==> src/rtl/mult_div_unit.sv <==
// Iterative MULT/MULTU/DIV/DIVU unit that owns the HI/LO pair.
// Each operation takes WIDTH step cycles: shift-add for multiply, restoring shift-subtract for divide.
module mult_div_unit #(
    parameter int unsigned WIDTH = 32
) (
    input  logic             clk,
    input  logic             reset,
    input  logic             start,
    input  logic [1:0]       op,
    input  logic [WIDTH-1:0] rs_data,
    input  logic [WIDTH-1:0] rt_data,
    input  logic             mthi,
    input  logic             mtlo,
    input  logic [WIDTH-1:0] wr_data,
    output logic             busy,
    output logic             done,
    output logic [WIDTH-1:0] hi,
    output logic [WIDTH-1:0] lo
);

    localparam int unsigned PW    = 2 * WIDTH;
    localparam int unsigned CNT_W = $clog2(WIDTH);

    localparam logic [0:0] S_IDLE = 1'b0;
    localparam logic [0:0] S_RUN  = 1'b1;

    logic [0:0]       state_q,   state_d;
    logic             busy_q,    busy_d;
    logic             done_q,    done_d;
    logic [WIDTH-1:0] hi_q,      hi_d;
    logic [WIDTH-1:0] lo_q,      lo_d;
    logic [CNT_W-1:0] cnt_q,     cnt_d;
    logic             is_div_q,  is_div_d;
    logic             neg_res_q, neg_res_d;
    logic             neg_rem_q, neg_rem_d;
    logic             div0_q,    div0_d;
    logic [WIDTH-1:0] b_q,       b_d;
    logic [PW-1:0]    acc_q,     acc_d;

    // Operand magnitudes; only signed ops take the absolute value.
    logic             is_signed_c;
    logic [WIDTH-1:0] abs_rs_c, abs_rt_c;

    always_comb begin
        is_signed_c = ~op[0];
        abs_rs_c    = (is_signed_c & rs_data[WIDTH-1]) ? (~rs_data + WIDTH'(1)) : rs_data;
        abs_rt_c    = (is_signed_c & rt_data[WIDTH-1]) ? (~rt_data + WIDTH'(1)) : rt_data;
    end

    // One iteration: acc holds {upper, lower}; multiply shifts right, divide shifts left.
    logic [WIDTH:0]   mul_sum_c;
    logic [WIDTH:0]   rem_sh_c, rem_diff_c;
    logic [PW-1:0]    mul_next_c, div_next_c, step_c;
    logic [PW-1:0]    prod_fix_c;
    logic [WIDTH-1:0] quo_c, rem_c, quo_fix_c, rem_fix_c;

    always_comb begin
        mul_sum_c  = {1'b0, acc_q[PW-1:WIDTH]} + {1'b0, (acc_q[0] ? b_q : '0)};
        mul_next_c = {mul_sum_c, acc_q[WIDTH-1:1]};

        rem_sh_c   = {acc_q[PW-1:WIDTH], acc_q[WIDTH-1]};
        rem_diff_c = rem_sh_c - {1'b0, b_q};
        div_next_c = rem_diff_c[WIDTH] ? {rem_sh_c[WIDTH-1:0], acc_q[WIDTH-2:0], 1'b0}
                                       : {rem_diff_c[WIDTH-1:0], acc_q[WIDTH-2:0], 1'b1};

        step_c     = is_div_q ? div_next_c : mul_next_c;

        prod_fix_c = neg_res_q ? (~step_c + PW'(1)) : step_c;
        quo_c      = step_c[WIDTH-1:0];
        rem_c      = step_c[PW-1:WIDTH];
        // Divide by zero leaves |rs| in the remainder, so re-signing it restores rs.
        quo_fix_c  = div0_q ? '1 : (neg_res_q ? (~quo_c + WIDTH'(1)) : quo_c);
        rem_fix_c  = neg_rem_q ? (~rem_c + WIDTH'(1)) : rem_c;
    end

    // Next-state and register updates.
    always_comb begin
        state_d   = state_q;
        busy_d    = busy_q;
        done_d    = 1'b0;
        hi_d      = hi_q;
        lo_d      = lo_q;
        cnt_d     = cnt_q;
        is_div_d  = is_div_q;
        neg_res_d = neg_res_q;
        neg_rem_d = neg_rem_q;
        div0_d    = div0_q;
        b_d       = b_q;
        acc_d     = acc_q;

        case (state_q)
            S_IDLE: begin
                if (start) begin
                    state_d   = S_RUN;
                    busy_d    = 1'b1;
                    cnt_d     = '0;
                    is_div_d  = op[1];
                    neg_res_d = is_signed_c & (rs_data[WIDTH-1] ^ rt_data[WIDTH-1]);
                    neg_rem_d = is_signed_c & op[1] & rs_data[WIDTH-1];
                    div0_d    = op[1] & (rt_data == '0);
                    b_d       = abs_rt_c;
                    acc_d     = {{WIDTH{1'b0}}, abs_rs_c};
                end else begin
                    if (mthi) hi_d = wr_data;
                    if (mtlo) lo_d = wr_data;
                end
            end
            S_RUN: begin
                acc_d = step_c;
                cnt_d = cnt_q + CNT_W'(1);
                if (cnt_q == CNT_W'(WIDTH - 1)) begin
                    state_d = S_IDLE;
                    busy_d  = 1'b0;
                    done_d  = 1'b1;
                    if (is_div_q) begin
                        hi_d = rem_fix_c;
                        lo_d = quo_fix_c;
                    end else begin
                        hi_d = prod_fix_c[PW-1:WIDTH];
                        lo_d = prod_fix_c[WIDTH-1:0];
                    end
                end
            end
            default: state_d = S_IDLE;
        endcase
    end

    always_ff @(posedge clk) begin
        if (reset) begin
            state_q   <= S_IDLE;
            busy_q    <= 1'b0;
            done_q    <= 1'b0;
            hi_q      <= '0;
            lo_q      <= '0;
            cnt_q     <= '0;
            is_div_q  <= 1'b0;
            neg_res_q <= 1'b0;
            neg_rem_q <= 1'b0;
            div0_q    <= 1'b0;
            b_q       <= '0;
            acc_q     <= '0;
        end else begin
            state_q   <= state_d;
            busy_q    <= busy_d;
            done_q    <= done_d;
            hi_q      <= hi_d;
            lo_q      <= lo_d;
            cnt_q     <= cnt_d;
            is_div_q  <= is_div_d;
            neg_res_q <= neg_res_d;
            neg_rem_q <= neg_rem_d;
            div0_q    <= div0_d;
            b_q       <= b_d;
            acc_q     <= acc_d;
        end
    end

    assign busy = busy_q;
    assign done = done_q;
    assign hi   = hi_q;
    assign lo   = lo_q;

endmodule

==> config.mk <==
export PLATFORM = sky130hd
export DESIGN_NAME = mult_div_unit
export DESIGN_NICKNAME = d
export VERILOG_FILES = /design/src/rtl/mult_div_unit.sv
export SDC_FILE = /design/constraint.sdc
export NUM_CORES = 1
export LEC_CHECK = 0
export BUFFER_PORTS_ARGS = -buffer_cell sky130_fd_sc_hd__buf_4
export CORE_ASPECT_RATIO = 1.4
export CORE_MARGIN = 1.5
export CORE_UTILIZATION = 45
export DETAILED_ROUTE_END_ITERATION = 7
export SLEW_MARGIN = 20
export SYNTH_ARGS = -nofsm -noshare
export SYNTH_HDL_FRONTEND = slang
export SYNTH_SLANG_ARGS = --single-unit
==> constraint.sdc <==
create_clock -name clk -period 5.6 [get_ports clk]
set_input_delay 0.28 -clock clk [delete_from_list [all_inputs] [get_ports clk]]
set_output_delay 0.28 -clock clk [all_outputs]
set_load 0.01 [all_outputs]
==> results.cfg, run 1 <==
[cts]
clk_latency_ps = 470
path_clk_slew_ps = 80
htree_levels = 4
root_buffer = clkbuf_16
clockBufferDepth = 2
clock-sinks = 172
cts_hold_buf = 0
cts_buffers = 17
cts_tree = done

[place]
dp_hpwl_um = 52260
portBuffers = 168
gp_congestion = 1.039

[pwr]
ir_drop_mv = 0.1657
powerDensity_mw_per_mm2 = 232.7
total_leakage_power_nw = 7.271

[floorplan]
ios = 169
die_w_um = 159.5
rows = 80
start_util_pct = 45.46
die_h_um = 222.1
core_area_mm2 = 0.03393
dieArea_mm2 = 0.03542

[synth]
yosysSeqAreaShare_pct = 22.32
synth_area_leaders = dfxtp_1, nor2_1, ha_1, a21oi_1, xor2_1
synth_top_cell_by_area = dfxtp_1
synth_most_common_cell = nor2_1
synth_top_family_by_area = compound AO/OA/AOI/OAI gates
synthMuxAreaShare_pct = 3.982
mappedNetlistNets = 2266
synthTopCellsByCount = nor2_1, dfxtp_1, nand2_1, a21oi_1, clkbuf_1
yosys.area_share.simple_pct = 24.72
syn-cell-area_mm2 = 0.01543
synth.top_cell.area_share_pct = 22.32
synth-edff-count = 0
yosysWarnings = 0
ys.flop_type = dfxtp_1
synth.avg_cell_area_um2 = 7.378
yosysUniqueCellTypes = 100
synth_compound_area_share_pct = 29.32
async_flop_share_pct = 0
ys_ff_latch = 172
syn_inst = 2091
synthAdderAreaFrac_pct = 5.937
synth-xor-area-share_pct = 8.345

[detailed_routing]
wl_per_cell_um = 25.24
dr_total_vias = 17040
ant_nets = 0
drc = 0
drtIter0Drc = 1461
wl_um = 67550
vias_per_cell = 6.369
dr.pass1.iters = 6

[worst_setup_path]
crit_path_max_fanout = 20
max_stage_delay_ps = 600
cp-end-kind = flip-flop
arrival_ps = 5700
worst_path_max_delay_cell = dfxtp_1
critPathBufInv = 1
required_ps = 5960
path_delay_family = compound AO/OA/AOI/OAI gates
cpMostUsedCell = a211oi_1
crit_type = reg -> reg
startpoint_type = flip-flop
worstPathCellList = buf_4 > and2_1 > ha_1 > a211oi_1 > nor2_1 > or3b_2 > a21boi_0 > nand2_1 > xnor2_1 > a211oi_1 > a211oi_1 > o2111ai_1 > or4_1 > o311a_1
r2r_slack_ps = 260

[cells_and_area]
fillers = 3467
nets = 2386
seq_area_mm2 = 0.003451
area_growth_pct = 15.52
multiInputGateArea_mm2 = 0.01119
drive_above_1_share_pct = 15.47

[timing]
fin_setup_tns_ps = 0
finClkSkew_ps = 14.36
finalHoldViolCount = 0
max_freq_ghz = 0.1873
rsz0062_at_grt = false
maxSlewViolCount = 0
fin_crit_ps = 5340
worst_pin_slew_ps = 1020
period_share_pct = 95.36
whs_ps = 77.58
maxSlewHeadroom_pct = 31.65
finalSetupViolCount = 0

[grt]
grt_pass1_vias = 16560
grt_pass1_wl_um = 101400
track_usage_pct = 37.83
overflow = 0
antenna_found_initial = 2
grt_max_degree = 74

[run]
drv_cap = 0

[worst_hold_path]
hp-class = in -> reg

[status]
run_status = finished clean
logic make-up after synthesis:
family / count (synthesis)
flops: 172
mux: 59
simple gates: 782
compound gates: 658
buf+inv: 201
fa+ha+maj: 72
xor+xnor: 147
where the power goes:
| part | internal, mW | switching, mW | leakage [nW] |
|---|---|---|---|
| clock | 0.602 | 0.647 | 0.293 |
| combinational | 0.536 | 0.989 | 5.57 |
| sequential | 1.30 | 0.0761 | 1.41 |
metal layers:
metal | GRT usage (%) | vias up | part of all wire, %
met3 | 5.649 | 234 | 5.6
met5 | 0 | - | 0.040
met1 | 40.23 | 8149 | 36
li1 | - | 7940 | -
met2 | 66.40 | 716 | 49
met4 | 30.46 | 4 | 8.9
what timing repair did:
action,CTS,global route
setup endpoints to repair,0,4
resized for setup,0,2
buffers inserted,0,0
endpoints found under the hold margin,0,0
final cells by class:
class | count | area share [%]
clock inverter | 15 | 0.9548
tap | 451 | 3.166
timing repair buffer | 235 | 9.899
inverter | 67 | 1.411
antenna | 1 | 0.01404
multi-input combinational | 1718 | 62.81
clock buffer | 17 | 2.387
sequential | 172 | 19.36
worst min-delay path, stage by stage:
cell,delay [ps]
buf_4,120
nand2_1,50
a21oi_1,50
through the flow:
step | utilization (%) | power [mW] | instance area [um2] | worst slack, ps | instances
global placement | 50.70 | 2.878 | 17210 | 363.3 | 2643
detailed placement | 50.70 | 2.876 | 17210 | 366.4 | 2643
finish | 52.52 | 4.147 | 17820 | 260.0 | 2676
CTS | 52.46 | 4.121 | 17800 | 348.1 | 2675
floorplan | - | 2.320 | 15430 | 849.6 | 2091
global route | 52.51 | 4.323 | 17820 | 12.17 | 2675
layout by cell type, fill, tap and decap left out, types with 12 or more instances in the layout:
cell and count:
and2_1 47, nand3_1 46, nor3b_1 12, or3_1 33
a311oi_1 30, o31ai_1 37, mux2i_1 40, nand2_1 166
a211oi_1 83, o21a_1 13, xnor2_1 69, nor3_1 56
inv_1 65, a22oi_1 32, mux2_2 19, a21o_1 36
nor2_1 276, a31oi_1 29, buf_4 235, ha_1 70
o21ai_0 87, and3_1 16, xor2_1 78, a21oi_1 164
o211ai_1 20, or4_1 12, nand4_1 22, dfxtp_1 170
nand2b_1 17, o41ai_1 14, nor4_1 22, clkbuf_16 17
flip-flops by register name (all words and copies together), names as in the netlist:
signal and flops:
is_div_q 1, acc_q 64, cnt_q 5, div0_q 1, neg_res_q 1, state_q 1, neg_rem_q 1, done 1
b_q 32, busy 1, hi 32, lo 32
final timing paths:
| kind | start | endpoint | depth (start not counted) |
|---|---|---|---|
| max reg2reg | acc_q[0] | hi[29] | 14 |
| min | op[1] | is_div_q | 3 |
| min reg2reg | hi[1] | hi[1] | 2 |
| max | acc_q[0] | hi[29] | 14 |
No activity file was read; power rests on OpenSTA's default activity.
==> inputs of run 2 (changes only) <==
--- a/config.mk
+++ b/config.mk
@@ -5,6 +5,7 @@
 export SDC_FILE = /design/constraint.sdc
 export NUM_CORES = 1
 export LEC_CHECK = 0
+export ABC_AREA = 1
 export BUFFER_PORTS_ARGS = -buffer_cell sky130_fd_sc_hd__buf_4
 export CORE_ASPECT_RATIO = 1.4
 export CORE_MARGIN = 1.5
==> results.cfg, run 2 <==
[pwr]
powerDensity_mw_per_mm2 = 217.4
total_leakage_power_nw = 9.471
ir_drop_mv = 0.1799

[worst_setup_path]
arrival_ps = 5300
path_delay_family = simple AND/OR/NAND/NOR gates
required_ps = 5990
worst_path_max_delay_cell = fa_1
startpoint_type = flip-flop
critPathBufInv = 4
crit_type = reg -> reg
max_stage_delay_ps = 400
cpMostUsedCell = nand2_2
crit_path_max_fanout = 32
cp-end-kind = flip-flop

[synth]
async_flop_share_pct = 0
yosysUniqueCellTypes = 63
syn_inst = 2906
synth.top_cell.area_share_pct = 20.49
ys_ff_latch = 172
synth_area_leaders = dfxtp_1, nand2_1, inv_1, a21oi_1, nand3_1
mappedNetlistNets = 3081
synthTopCellsByCount = nand2_1, inv_1, nor2_1, a21oi_1, nand3_1
synth.avg_cell_area_um2 = 5.783
ys.flop_type = dfxtp_1
synth_top_cell_by_area = dfxtp_1
synth_most_common_cell = nand2_1
yosysWarnings = 0
yosysSeqAreaShare_pct = 20.49
synth-edff-count = 0
syn-cell-area_mm2 = 0.01680

[cells_and_area]
fin_cells = 3493
area_growth_pct = 13.13
drive_above_1_share_pct = 12.69
nets = 3188
largest_register_ff_count = 64
diodes = 0
final_cell_mix = nand2_1, inv_1, nor2_1
fillers = 4039
final_common_cell = nand2_1
top_register = acc_q

[timing]
fin_setup_tns_ps = 0
finClkSkew_ps = 15.50
rsz0062_at_grt = false
worst_pin_slew_ps = 1085
fin_crit_ps = 4910
maxSlewHeadroom_pct = 27.42
max_freq_ghz = 0.2037
maxSlewViolCount = 0
finalSetupViolCount = 0
finalHoldViolCount = 0
period_share_pct = 87.67

[place]
dp.cells = 3461
portBuffers = 168
dp_hpwl_um = 58520
gp_congestion = 1.011

[cts]
clockBufferDepth = 2
clock-sinks = 172
clk_latency_ps = 460
cts_buffers = 17
post_cts_resize_count = 0
post_cts_buffers = 0
root_buffer = clkbuf_16
cts_tree = done
htree_levels = 4
cts_hold_buf = 0
path_clk_slew_ps = 70

[grt]
grt_pass1_vias = 19320
antenna_found_initial = 1
track_usage_pct = 37.84
grt_pass1_wl_um = 110300
grt_max_degree = 80
overflow = 0

[detailed_routing]
vias_per_cell = 5.727
dr.pass1.iters = 8
drc = 0
ant_nets = 0
wl_per_cell_um = 21.03
wl_um = 73460
dr_total_vias = 20000
drtIter0Drc = 1659

[floorplan]
core_area_mm2 = 0.03676
dieArea_mm2 = 0.03853
die_w_um = 166.3
ios = 169
rows = 83
start_util_pct = 45.71
die_h_um = 231.7

[worst_hold_path]
hp-class = in -> reg

[status]
run_status = finished clean

[run]
drv_cap = 0
==> run 2: area by class of cell <==
class,instances,area [um2],area share [%]
repair buffers,198,1486,7.818
flip-flops and latches,172,3451,18.15
inverters,393,1476,7.766
multi-input cells,2231,11410,60.02
well taps,467,584.3,3.073
clock inverters,15,177.7,0.9345
clock buffers,17,425.4,2.238
==> run 2: cells by family after synthesis <==
family	share of synthesized area, %
AO/OA/AOI/OAI	18.76
multiplexers	0.05957
flip-flops	20.49
AND/OR/NAND/NOR	40.71
XOR/XNOR	2.814
adder cells (fa/ha/maj)	5.450
buffers and inverters	11.71
==> run 2: final timing paths <==
path | start | endpoint | slack (ps) | cells after the start
worst max-delay path | acc_q[31] | hi[14] | 690 | 36
worst min-delay path | op[1] | is_div_q | 110 | 3
worst max register to register | acc_q[31] | hi[14] | 690 | 36
worst min register to register | cnt_q[4] | cnt_q[4] | 470 | 2
==> run 2: worst reg2reg max path, delay by kind of cell, from the launching register on <==
kind | cells | cell delay (ps)
compound gates | 3 | 510
fa+ha+maj | 3 | 720
buf+inv | 4 | 300
flops | 1 | 340
simple gates | 26 | 2960
==> run 2: metrics by stage <==
step | utilization [%] | area, um2 | power (mW) | worst slack (ps) | hold WS [ps]
final | 51.72 | 19010 | 4.133 | 690.5 | 110.2
after global routing | 51.72 | 19010 | 4.338 | 260.2 | 109.8
after CTS | 51.71 | 19010 | 4.118 | 786.8 | 99.05
after detailed placement | 50.07 | 18410 | 2.844 | 838.9 | 459.3
after global placement | 50.07 | 18410 | 2.841 | 908.0 | 452.3
after floorplan | - | 16800 | 2.347 | 1701 | 410.7
==> run 2: routing by layer <==
| layer | GRT usage [%] | vias up | part of all wire [%] |
|---|---|---|---|
| met4 | 34.09 | 2 | 9.8 |
| met2 | 68.74 | 807 | 50 |
| met1 | 38.58 | 9248 | 36 |
| li1 | - | 9683 | - |
| met3 | 3.928 | 264 | 4.8 |
| met5 | 0 | - | 0.016 |
==> run 2: where the power goes <==
group	switching (mW)	internal (mW)
clock	0.640	0.642
sequential	0.0782	1.30
combinational	1.01	0.468
